### src/rtl/norm_shift_unit.sv
// ---------------------------------------------------------------------------
// norm_shift_unit
//   Multi-cycle normalizer for the execute stage. It finds the left-shift
//   amount that normalizes an operand. In unsigned mode that amount is the
//   number of leading zeros. In signed mode it is the number of redundant sign
//   bits. The normalized value is produced by shifting one position per cycle.
//
// Ports
//   clk       : rising-edge clock
//   rst       : asynchronous reset, active-low
//   start     : request, sampled only while idle
//   in        : operand, captured on an accepted start
//   mode      : 0 = count leading zeros, 1 = count redundant sign bits
//   busy      : high while an operation is in progress
//   done      : one-cycle pulse, results valid
//   norm_val  : normalized operand, held until the next done
//   shamt     : left-shift count that was applied
//   zero_flag : operand was degenerate (all zeros / all sign bits)
// ---------------------------------------------------------------------------
module norm_shift_unit #(
  parameter int WIDTH = 32,
  parameter int SHW   = 5
) (
  input  logic             clk,
  input  logic             rst,
  input  logic             start,
  input  logic [WIDTH-1:0] in,
  input  logic             mode,
  output logic             busy,
  output logic             done,
  output logic [WIDTH-1:0] norm_val,
  output logic [SHW-1:0]   shamt,
  output logic             zero_flag
);

  typedef enum logic [0:0] {
    IDLE  = 1'b0,
    SHIFT = 1'b1
  } state_t;

  state_t           state_r;
  logic [WIDTH-1:0] acc_r;
  logic             md_r;
  logic [SHW-1:0]   cnt_r;

  logic             term_s;
  logic             zero_s;
  logic             last_s;
  logic             finish_s;

  // An operand is degenerate when no shift can normalize it: all zeros in
  // unsigned mode, or a value made only of sign bits in signed mode.
  function automatic logic is_degenerate(input logic [WIDTH-1:0] v, input logic m);
    logic r;
    if (m == 1'b0) begin
      r = (v == {WIDTH{1'b0}});
    end else begin
      r = (v == {WIDTH{1'b0}}) || (v == {WIDTH{1'b1}});
    end
    return r;
  endfunction

  // Termination conditions for the current shift step.
  always_comb begin
    term_s   = 1'b0;
    zero_s   = 1'b0;
    last_s   = 1'b0;
    finish_s = 1'b0;
    if (md_r == 1'b0) begin
      term_s = acc_r[WIDTH-1];
    end else begin
      term_s = acc_r[WIDTH-1] ^ acc_r[WIDTH-2];
    end
    // A degenerate operand is recognised only on the first step. At that
    // step acc_r still holds the captured operand.
    if (cnt_r == {SHW{1'b0}}) begin
      zero_s = is_degenerate(acc_r, md_r);
    end else begin
      zero_s = 1'b0;
    end
    // The counter saturates at WIDTH-1 instead of wrapping.
    last_s   = (cnt_r == SHW'(WIDTH - 1));
    finish_s = term_s || zero_s || last_s;
  end

  // Control FSM with shift datapath. All outputs are registered here.
  always_ff @(posedge clk or negedge rst) begin
    if (!rst) begin
      state_r   <= IDLE;
      acc_r     <= {WIDTH{1'b0}};
      md_r      <= 1'b0;
      cnt_r     <= {SHW{1'b0}};
      busy      <= 1'b0;
      done      <= 1'b0;
      norm_val  <= {WIDTH{1'b0}};
      shamt     <= {SHW{1'b0}};
      zero_flag <= 1'b0;
    end else begin
      case (state_r)
        IDLE: begin
          done <= 1'b0;
          if (start) begin
            acc_r   <= in;
            md_r    <= mode;
            cnt_r   <= {SHW{1'b0}};
            busy    <= 1'b1;
            state_r <= SHIFT;
          end else begin
            busy    <= 1'b0;
            state_r <= IDLE;
          end
        end
        SHIFT: begin
          if (finish_s) begin
            // On a degenerate operand, acc_r is still the untouched operand
            // and cnt_r is zero, so the same latch works for both outcomes.
            norm_val  <= acc_r;
            shamt     <= cnt_r;
            zero_flag <= zero_s;
            done      <= 1'b1;
            busy      <= 1'b0;
            state_r   <= IDLE;
          end else begin
            acc_r   <= {acc_r[WIDTH-2:0], 1'b0};
            cnt_r   <= cnt_r + {{(SHW-1){1'b0}}, 1'b1};
            done    <= 1'b0;
            busy    <= 1'b1;
            state_r <= SHIFT;
          end
        end
        default: begin
          done    <= 1'b0;
          busy    <= 1'b0;
          state_r <= IDLE;
        end
      endcase
    end
  end

endmodule

### config.mk
export PLATFORM = sky130hd
export DESIGN_NAME = norm_shift_unit
export DESIGN_NICKNAME = d
export VERILOG_FILES = /design/src/rtl/norm_shift_unit.sv
export SDC_FILE = /design/constraint.sdc
export NUM_CORES = 1
export LEC_CHECK = 0
export BUFFER_PORTS_ARGS = -buffer_cell sky130_fd_sc_hd__buf_4
export CAP_MARGIN = 10
export CORE_MARGIN = 2
export CORE_UTILIZATION = 55
export DETAILED_ROUTE_END_ITERATION = 10
export GPL_TIMING_DRIVEN = 0
export PLACE_DENSITY = 0.79
export SLEW_MARGIN = 15
export SYNTH_ARGS = -nofsm -noshare
export SYNTH_HDL_FRONTEND = slang
export SYNTH_SLANG_ARGS = --single-unit
### constraint.sdc
create_clock -name clk -period 2.7 [get_ports clk]
set_input_delay 0.405 -clock clk [delete_from_list [all_inputs] [get_ports clk]]
set_output_delay 0.405 -clock clk [all_outputs]
set_load 0.02 [all_outputs]
# After elaboration in Yosys (flattened, before gate mapping)
# Cells that the tools add are included.
# Widths: inputs -> output; s select.
dict set report word_totals {
  reg_bits 78
  inputBits 36
  out_inout_bits 40
  wordCells 37
}
dict set report op_classes {
  n_addsub 1
  eq_ne 4
  muxes 14
  n_bitwise 2
  n_reduce_logical 8
}
# cell n
set op_table {}
lappend op_table {{$mux 32} 2}
lappend op_table {{$pmux 32 s2} 1}
lappend op_table {{$eq 32x32->1 const B} 1}
lappend op_table {{$logic_not 32->1} 1}
lappend op_table {{$mux 5} 2}
lappend op_table {{$pmux 5 s2} 1}
lappend op_table {{$mux 1} 6}
lappend op_table {{$reduce_and 2->1} 3}
lappend op_table {{$add 5x1->5 const B} 1}
lappend op_table {{$eq 5x5->1 const B} 1}
lappend op_table {{$logic_not 5->1} 1}
lappend op_table {{$ne 2x2->1 const B} 2}
lappend op_table {{$pmux 1 s2} 2}
lappend op_table {{$logic_or 1x1->1} 3}
lappend op_table {{$not 1->1} 1}
lappend op_table {{$xor 1x1->1} 1}

# Longest topological paths before layout
# Gate-level depths: netlist of the first run.
dict set report depth {
  depth_word 8
  mapped_depth 11
  ltp_nobuf 8
}

# Least setup slack after synthesis of the first run
# Ideal clock, no wire load.
dict set report synth_path {
  kind {register -> register}
  start {register cnt_r[0]}
  end {register norm_val[18]}
  setup_time_ps 125
  t_arrival_ps 2363
  required_ps 2575
  path_slack_ps 212
  stages_incl_launch_ff 12
  n_path_buf 4
  synth_period_minus_slack_ps 2488
  cell_sequence {dfrtp_1 -> ha_1 -> and3_1 -> ha_1 -> a211o_1 -> clkbuf_1 -> a21o_1 -> buf_6 -> nand2_2 -> buf_6 -> buf_6 -> mux2_4}
}
dict set report synth_via {
  elab_chain_cells 5
  elab_cells_between_ends 6
  classes_between {1 x eq/ne; 1 x mux; 4 x reduce/logical}
}
# element line
set synth_lines {}
lappend synth_lines {{start, declared} 44} ;# logic [SHW-1:0] cnt_r;
lappend synth_lines {{start signal, assigned} 92} ;# cnt_r <= {SHW{1'b0}};
lappend synth_lines {{start signal, assigned} 105} ;# cnt_r <= {SHW{1'b0}};
lappend synth_lines {{start signal, assigned} 125} ;# cnt_r <= cnt_r + {{(SHW-1){1'b0}}, 1'b1};
lappend synth_lines {{$logic_not 5->1} 76} ;# if (cnt_r == {SHW{1'b0}}) begin
lappend synth_lines {{$mux 1} 76}
lappend synth_lines {{$logic_or 1x1->1} 83} ;# finish_s = term_s || zero_s || last_s;
lappend synth_lines {{$logic_or 1x1->1 *} 83}
lappend synth_lines {{$reduce_and 2->1 (no line) *} n/a}
lappend synth_lines {{end signal, assigned} 95} ;# norm_val <= {WIDTH{1'b0}};
lappend synth_lines {{end signal, assigned} 117} ;# norm_val <= acc_r;
lappend synth_lines {{end, declared} 31} ;# output logic [WIDTH-1:0] norm_val,
# Mark *: on every way between the ends. The rest lies on a longest branch, timed or not.
# A chain may end at the register's enable or synchronous reset.

# Worst setup path in the final report of the first run
dict set report layout_path {
  start {register cnt_r[0]}
  end {register norm_val[22]}
}
# The elaborated chain is that of the path after synthesis.

==> flow_summary.ini, run 1 <==
[status]
status = finished clean

[place]
port_buffers = 75
dp_cells = 561
place_congestion = 0.8686
post_dp_cell_area_sq_um = 4674
hpwl_um = 7018

[sta]
slew_headroom_pct = 34.77
setup_violations = 0
tightestPinTransition_ns = 0.9784
fmaxAchievable_mhz = 385.5
finalCritPeriodShare_pct = 96.09
finClkSkew_ns = 0.01332
fin_crit_ns = 2.594
rsz0062_at_grt = true
report.final.slew_viol_count = 0
report.final.hold_viol_count = 0
fin_tns_setup_ns = 0

[yosys]
syn_inst = 387
synth.distinct_cells = 40
synth-seq-area-share_pct = 48.95
synth_nets = 428
synth-seq-cells = 78
syn_area_sq_um = 3988
yosys_warnings = 0
syn_avg_cell_area_sq_um = 10.30

[drt]
routed_wl_um = 10190
drc_errors = 0
first_pass_iters = 5
drtAntennaViolNets = 0
viasPerCell = 5.962
drtIter0Drc = 381
wl_per_cell_um = 17.59
num_vias = 3452

[setup_path]
cp-end-kind = register
slowest_delay_ns = 0.44
cp_num_buf_inv = 3
cp-start-kind = register
crit_slowest_cell = dfrtp_2
reg2reg_slack_ns = 0.11
arrival_ns = 2.84
r2r_cells = 10
critPathKind = reg2reg
cp_top_family = compound AO/OA/AOI/OAI gates
cp.required_ns = 2.94
cp.depth = 10
crit_fanout = 10
crit_chain = ha_1 > and3_1 > ha_1 > a211o_4 > a21o_1 > buf_6 > nand2_2 > buf_12 > buf_12 > mux2_4

[clocking]
insertion_delay_ns = 0.37
cts-hold-fix-buffers = 0
cts_tree = done
clock_sinks = 78
root_buffer = clkbuf_8
clk_path_buf_depth = 2
cts_buffers = 9
clk_pin_slew_ns = 0.09
h-tree-depth = 3

[final_layout]
syn2layout_area_growth_pct = 24.32
nets = 516
fin_area_sq_um = 4957
antennaDiodeCount = 0
layout.cells.non_filler = 579
layout_commonest_cell = buf_4
final_cell_mix = 80 x buf_4, 77 x dfrtp_1, 52 x nand2_1, 27 x a211oi_1, 26 x nor3_1
layout-drive-gt1-share_pct = 32.29

[die]
start_util_pct = 55.87
io_pins = 76
rows = 31
coreArea_sq_um = 7137
fp.dieH_um = 89.15
fp.dieW_um = 89.15
fp.dieArea_sq_um = 7947

[power_and_ir_drop]
power_density_nw_per_um2 = 1479
p_total_mw = 7.330
p_leak_nw = 2.190
ir_drop_mv = 0.6273

[global_routing]
grt_usage_pct = 27.07
grt_pass1_wl_um = 16270
grt_max_degree = 79
antenna_found_initial = 0
grt.overflow.total = 0
grt_pass1_vias = 3235

[run]
maxCapViolCount = 0

[hold_path]
min_path_type = in2async
[synth_stat cells (all sizes together)]
cell type	count	share of area [%]
buf	11	2.1
nand2b	1	0.16
and2	1	0.16
a211oi	28	5.3
a21o	1	0.19
xnor2	1	0.22
nor3	26	3.3
nand2	53	5.1
nand3b	1	0.19
a211o	1	0.22
a31oi	23	3.6
nor2b	23	3.6
clkbuf	19	1.8
inv	8	0.75
o2bb2ai	1	0.22
dfrtp	78	49
nand3	1	0.13
nor2	11	1.0
o22ai	3	0.82
or4	2	0.47
ha	5	1.6
a21oi	5	0.63
nor4b	2	0.60
o22a	2	0.44
nand4	11	1.7
o21ai	18	2.3
and3	1	0.16
mux2	39	12
nor4	6	0.94
a22o	4	0.88
mux2i	1	0.25
[cell families after synthesis]
family | after synthesis | share of synthesized area [%]
AO/OA/AOI/OAI | 86 | 14.53
buffers and inverters | 38 | 4.675
multiplexers | 40 | 12.58
flip-flops | 78 | 48.95
AND/OR/NAND/NOR | 139 | 17.48
adder cells (fa/ha/maj) | 5 | 1.569
XOR/XNOR | 1 | 0.2197
[path summary, 6_finish.rpt]
path / endpoint / startpoint
max: norm_val[22]$_DFFE_PN0P_ / cnt_r[0]$_DFFE_PN0P_
min: norm_val[14]$_DFFE_PN0P_ / rst
max reg2reg: norm_val[22]$_DFFE_PN0P_ / cnt_r[0]$_DFFE_PN0P_
min reg2reg: norm_val[0]$_DFFE_PN0P_ / norm_val[0]$_DFFE_PN0P_
max in group asynchronous: cnt_r[0]$_DFFE_PN0P_ / rst
min in group clk: md_r$_DFFE_PN0P_ / mode
[per-stage QoR]
step | util [%] | setup slack (ns) | hold slack [ns]
floorplan | - | 0.2116 | 0.1094
global placement | 65.50 | -0.1409 | 0.4806
detailed placement | 65.50 | -0.3108 | 0.4752
CTS | 68.65 | 0.01143 | 0.2274
global route | 69.46 | -0.02182 | 0.2685
finish | 69.46 | 0.1057 | 0.1758
[state kept, by name, summed over array words and instances (netlist names)]
signal,flops
zero_flag,1
state_r,1
done,1
md_r,1
norm_val,32
acc_r,32
shamt,5
cnt_r,5
[report_power, final]
part           switching (mW)  total, mW  internal, mW
clock                   0.460      0.917         0.457
combinational            2.14       4.03          1.89
sequential              0.607       2.38          1.78
total                    3.21       7.33          4.12
[routing by layer]
layer	GRT usage (%)	up-vias	wire length (um)
met3	4.063	26	521
met4	10.31	0	257
met5	0	-	0
met1	39.75	1709	4587
li1	-	1585	-
met2	40.74	132	4820
[area by class of cell]
class / instances / area (sq um)
Fill cell: 564 / 2180
Sequential cell: 78 / 1953
Multi-Input combinational cell: 271 / 1878
Timing Repair Buffer: 78 / 585.6
Buffer: 29 / 180.2
Clock buffer: 10 / 137.6
Tap cell: 99 / 123.9
Clock inverter: 6 / 68.82
Inverter: 8 / 30.03
[repair_timing]
action                     CTS  global route
resized for setup            3            14
hold endpoints to repair     0             0
setup endpoints to repair   36            42
pin swaps                    1             1
buffers inserted             2             1
No activity file was read; power rests on OpenSTA's default activity.
==> run 2: changes to the inputs <==
--- a/config.mk
+++ b/config.mk
@@ -5,14 +5,16 @@
 export SDC_FILE = /design/constraint.sdc
 export NUM_CORES = 1
 export LEC_CHECK = 0
+export ABC_CLOCK_PERIOD_IN_PS = 3350
 export BUFFER_PORTS_ARGS = -buffer_cell sky130_fd_sc_hd__buf_4
 export CAP_MARGIN = 10
 export CORE_MARGIN = 2
-export CORE_UTILIZATION = 55
+export CORE_UTILIZATION = 60
 export DETAILED_ROUTE_END_ITERATION = 10
 export GPL_TIMING_DRIVEN = 0
-export PLACE_DENSITY = 0.79
+export PLACE_DENSITY = 0.85
 export SLEW_MARGIN = 15
 export SYNTH_ARGS = -nofsm -noshare
 export SYNTH_HDL_FRONTEND = slang
 export SYNTH_SLANG_ARGS = --single-unit
+export TNS_END_PERCENT = 30
==> constraint.sdc (replaced) <==
create_clock -name clk -period 3.35 [get_ports clk]
set_input_delay 0.5025 -clock clk [delete_from_list [all_inputs] [get_ports clk]]
set_output_delay 0.5025 -clock clk [all_outputs]
set_load 0.02 [all_outputs]
==> flow_summary.ini, run 2 (same netlist as run 1, synthesis figures left out) <==
[sta]
holdWs_ns = 0.3014
fmaxAchievable_mhz = 345.2
fin_tns_setup_ns = 0
slew_headroom_pct = 33.99
finalCritPeriodShare_pct = 86.47
worst_slack_ns = 0.4531
setup_violations = 0
finClkSkew_ns = 0.008014
rsz0062_at_grt = false
tightestPinTransition_ns = 0.9901
report.final.slew_viol_count = 0
report.final.hold_viol_count = 0
fin_crit_ns = 2.897

[die]
fp.dieW_um = 85.52
start_util_pct = 62.44
coreArea_sq_um = 6386
rows = 29
fp.dieH_um = 85.52
io_pins = 76
fp.dieArea_sq_um = 7314

[global_routing]
grt.overflow.total = 0
grt_pass1_vias = 3382
antenna_found_initial = 0
grt_usage_pct = 30.47
grt_max_degree = 79
grt_pass1_wl_um = 17280

[clocking]
cts_resized = 0
insertion_delay_ns = 0.36
clock_sinks = 78
cts_buffers = 9
h-tree-depth = 3
cts_setup_buffers = 0
cts-hold-fix-buffers = 0
clk_pin_slew_ns = 0.08
cts_tree = done
clk_path_buf_depth = 2
root_buffer = clkbuf_8

[final_layout]
ff_latch_area_sq_um = 1952
layout-drive-gt1-share_pct = 30.33
final_cell_mix = 78 x dfrtp_1, 77 x buf_4, 52 x nand2_1, 27 x a211oi_1, 26 x nor3_1
nets = 514
antennaDiodeCount = 0
layout_commonest_cell = dfrtp_1
fin_util_pct = 75.98
biggestRegsByFlops = acc_r: 32 flops, norm_val: 32 flops
multiInputGateArea_sq_um = 1854
syn2layout_area_growth_pct = 21.68
fillers = 447

[drt]
drtIter0Drc = 385
drc_errors = 0
first_pass_iters = 5
routed_wl_um = 10830
drtAntennaViolNets = 0
wl_per_cell_um = 19.50
viasPerCell = 6.463
num_vias = 3587

[power_and_ir_drop]
ir_drop_mv = 0.6482
p_leak_nw = 2.156
power_density_nw_per_um2 = 1205

[place]
pre_cts_ws_ns = 0.4772
port_buffers = 75
place_congestion = 0.8942
hpwl_um = 7280

[setup_path]
crit_fanout = 10
cp-end-kind = register
cp.required_ns = 3.60
slowest_delay_ns = 0.47
crit_chain = ha_1 > and3_1 > ha_1 > a211o_1 > clkbuf_1 > a21oi_1 > clkbuf_1 > a211oi_1 > a211oi_1
arrival_ns = 3.15
cp-start-kind = register
crit_slowest_cell = clkbuf_1
critPathKind = reg2reg

[run]
maxCapViolCount = 0

[hold_path]
min_path_type = in2async

[status]
status = finished clean
[run 2: cell count changes in the layout (fill, tap and decap cells not counted), sizes merged]
cell      before  now
buf           88   86
clkbuf        29   31
clkinvlp       1    0
inv            9    8
[run 2: routing by layer]
| metal | wire length (um) | vias up | share of wire (%) | global-route usage, % |
|---|---|---|---|---|
| met5 | 0 | - | 0 | 0 |
| met4 | 326 | 0 | 3.0 | 14.29 |
| met3 | 1021 | 34 | 9.4 | 4.331 |
| met2 | 5136 | 225 | 47 | 46.88 |
| met1 | 4341 | 1755 | 40 | 43.13 |
| li1 | - | 1573 | - | - |
[run 2: worst paths after layout]
kind	start	to	slack [ns]	cells after the start
min reg2reg	norm_val[1]$_DFFE_PN0P_	norm_val[1]$_DFFE_PN0P_	0.51	1
min	rst	acc_r[9]$_DFFE_PN0P_	0.30	1
max in group asynchronous	rst	norm_val[29]$_DFFE_PN0P_	2.41	1
max	cnt_r[0]$_DFFE_PN0P_	acc_r[23]$_DFFE_PN0P_	0.45	9
max reg2reg	cnt_r[0]$_DFFE_PN0P_	acc_r[23]$_DFFE_PN0P_	0.45	9
min in group clk	mode	md_r$_DFFE_PN0P_	0.38	2
[run 2: layout make-up]
| cell class | instances | area share [%] |
|---|---|---|
| inverter | 8 | 0.6189 |
| tap | 77 | 1.986 |
| buffer | 30 | 3.223 |
| timing repair buffer | 75 | 11.60 |
| multi-input combinational | 271 | 38.22 |
| clock buffer | 12 | 3.198 |
| sequential | 78 | 40.23 |
| clock inverter | 4 | 0.9283 |
[run 2: critical path: cells and delay by family, from the launching register on]
family                   cells  cell delay, ns
flip-flops                   1            0.44
adder cells (fa/ha/maj)      2            0.45
AO/OA/AOI/OAI                4            1.01
AND/OR/NAND/NOR              1            0.19
buffers and inverters        2            0.69
[run 2: metrics by stage]
| stage | instances | cell area (sq um) | total power [mW] |
|---|---|---|---|
| global placement | 539 | 4647 | 4.910 |
| global route | 555 | 4852 | 6.198 |
| detailed placement | 539 | 4647 | 5.058 |
| CTS | 555 | 4847 | 5.783 |
| floorplan | 387 | 3988 | 4.018 |
| finish | 555 | 4852 | 5.848 |
[run 2: report_power, final]
group / switching [mW] / leakage, nW / internal (mW)
Clock: 0.339 / 0.106 / 0.382
Combinational: 1.75 / 1.12 / 1.45
Sequential: 0.498 / 0.925 / 1.43
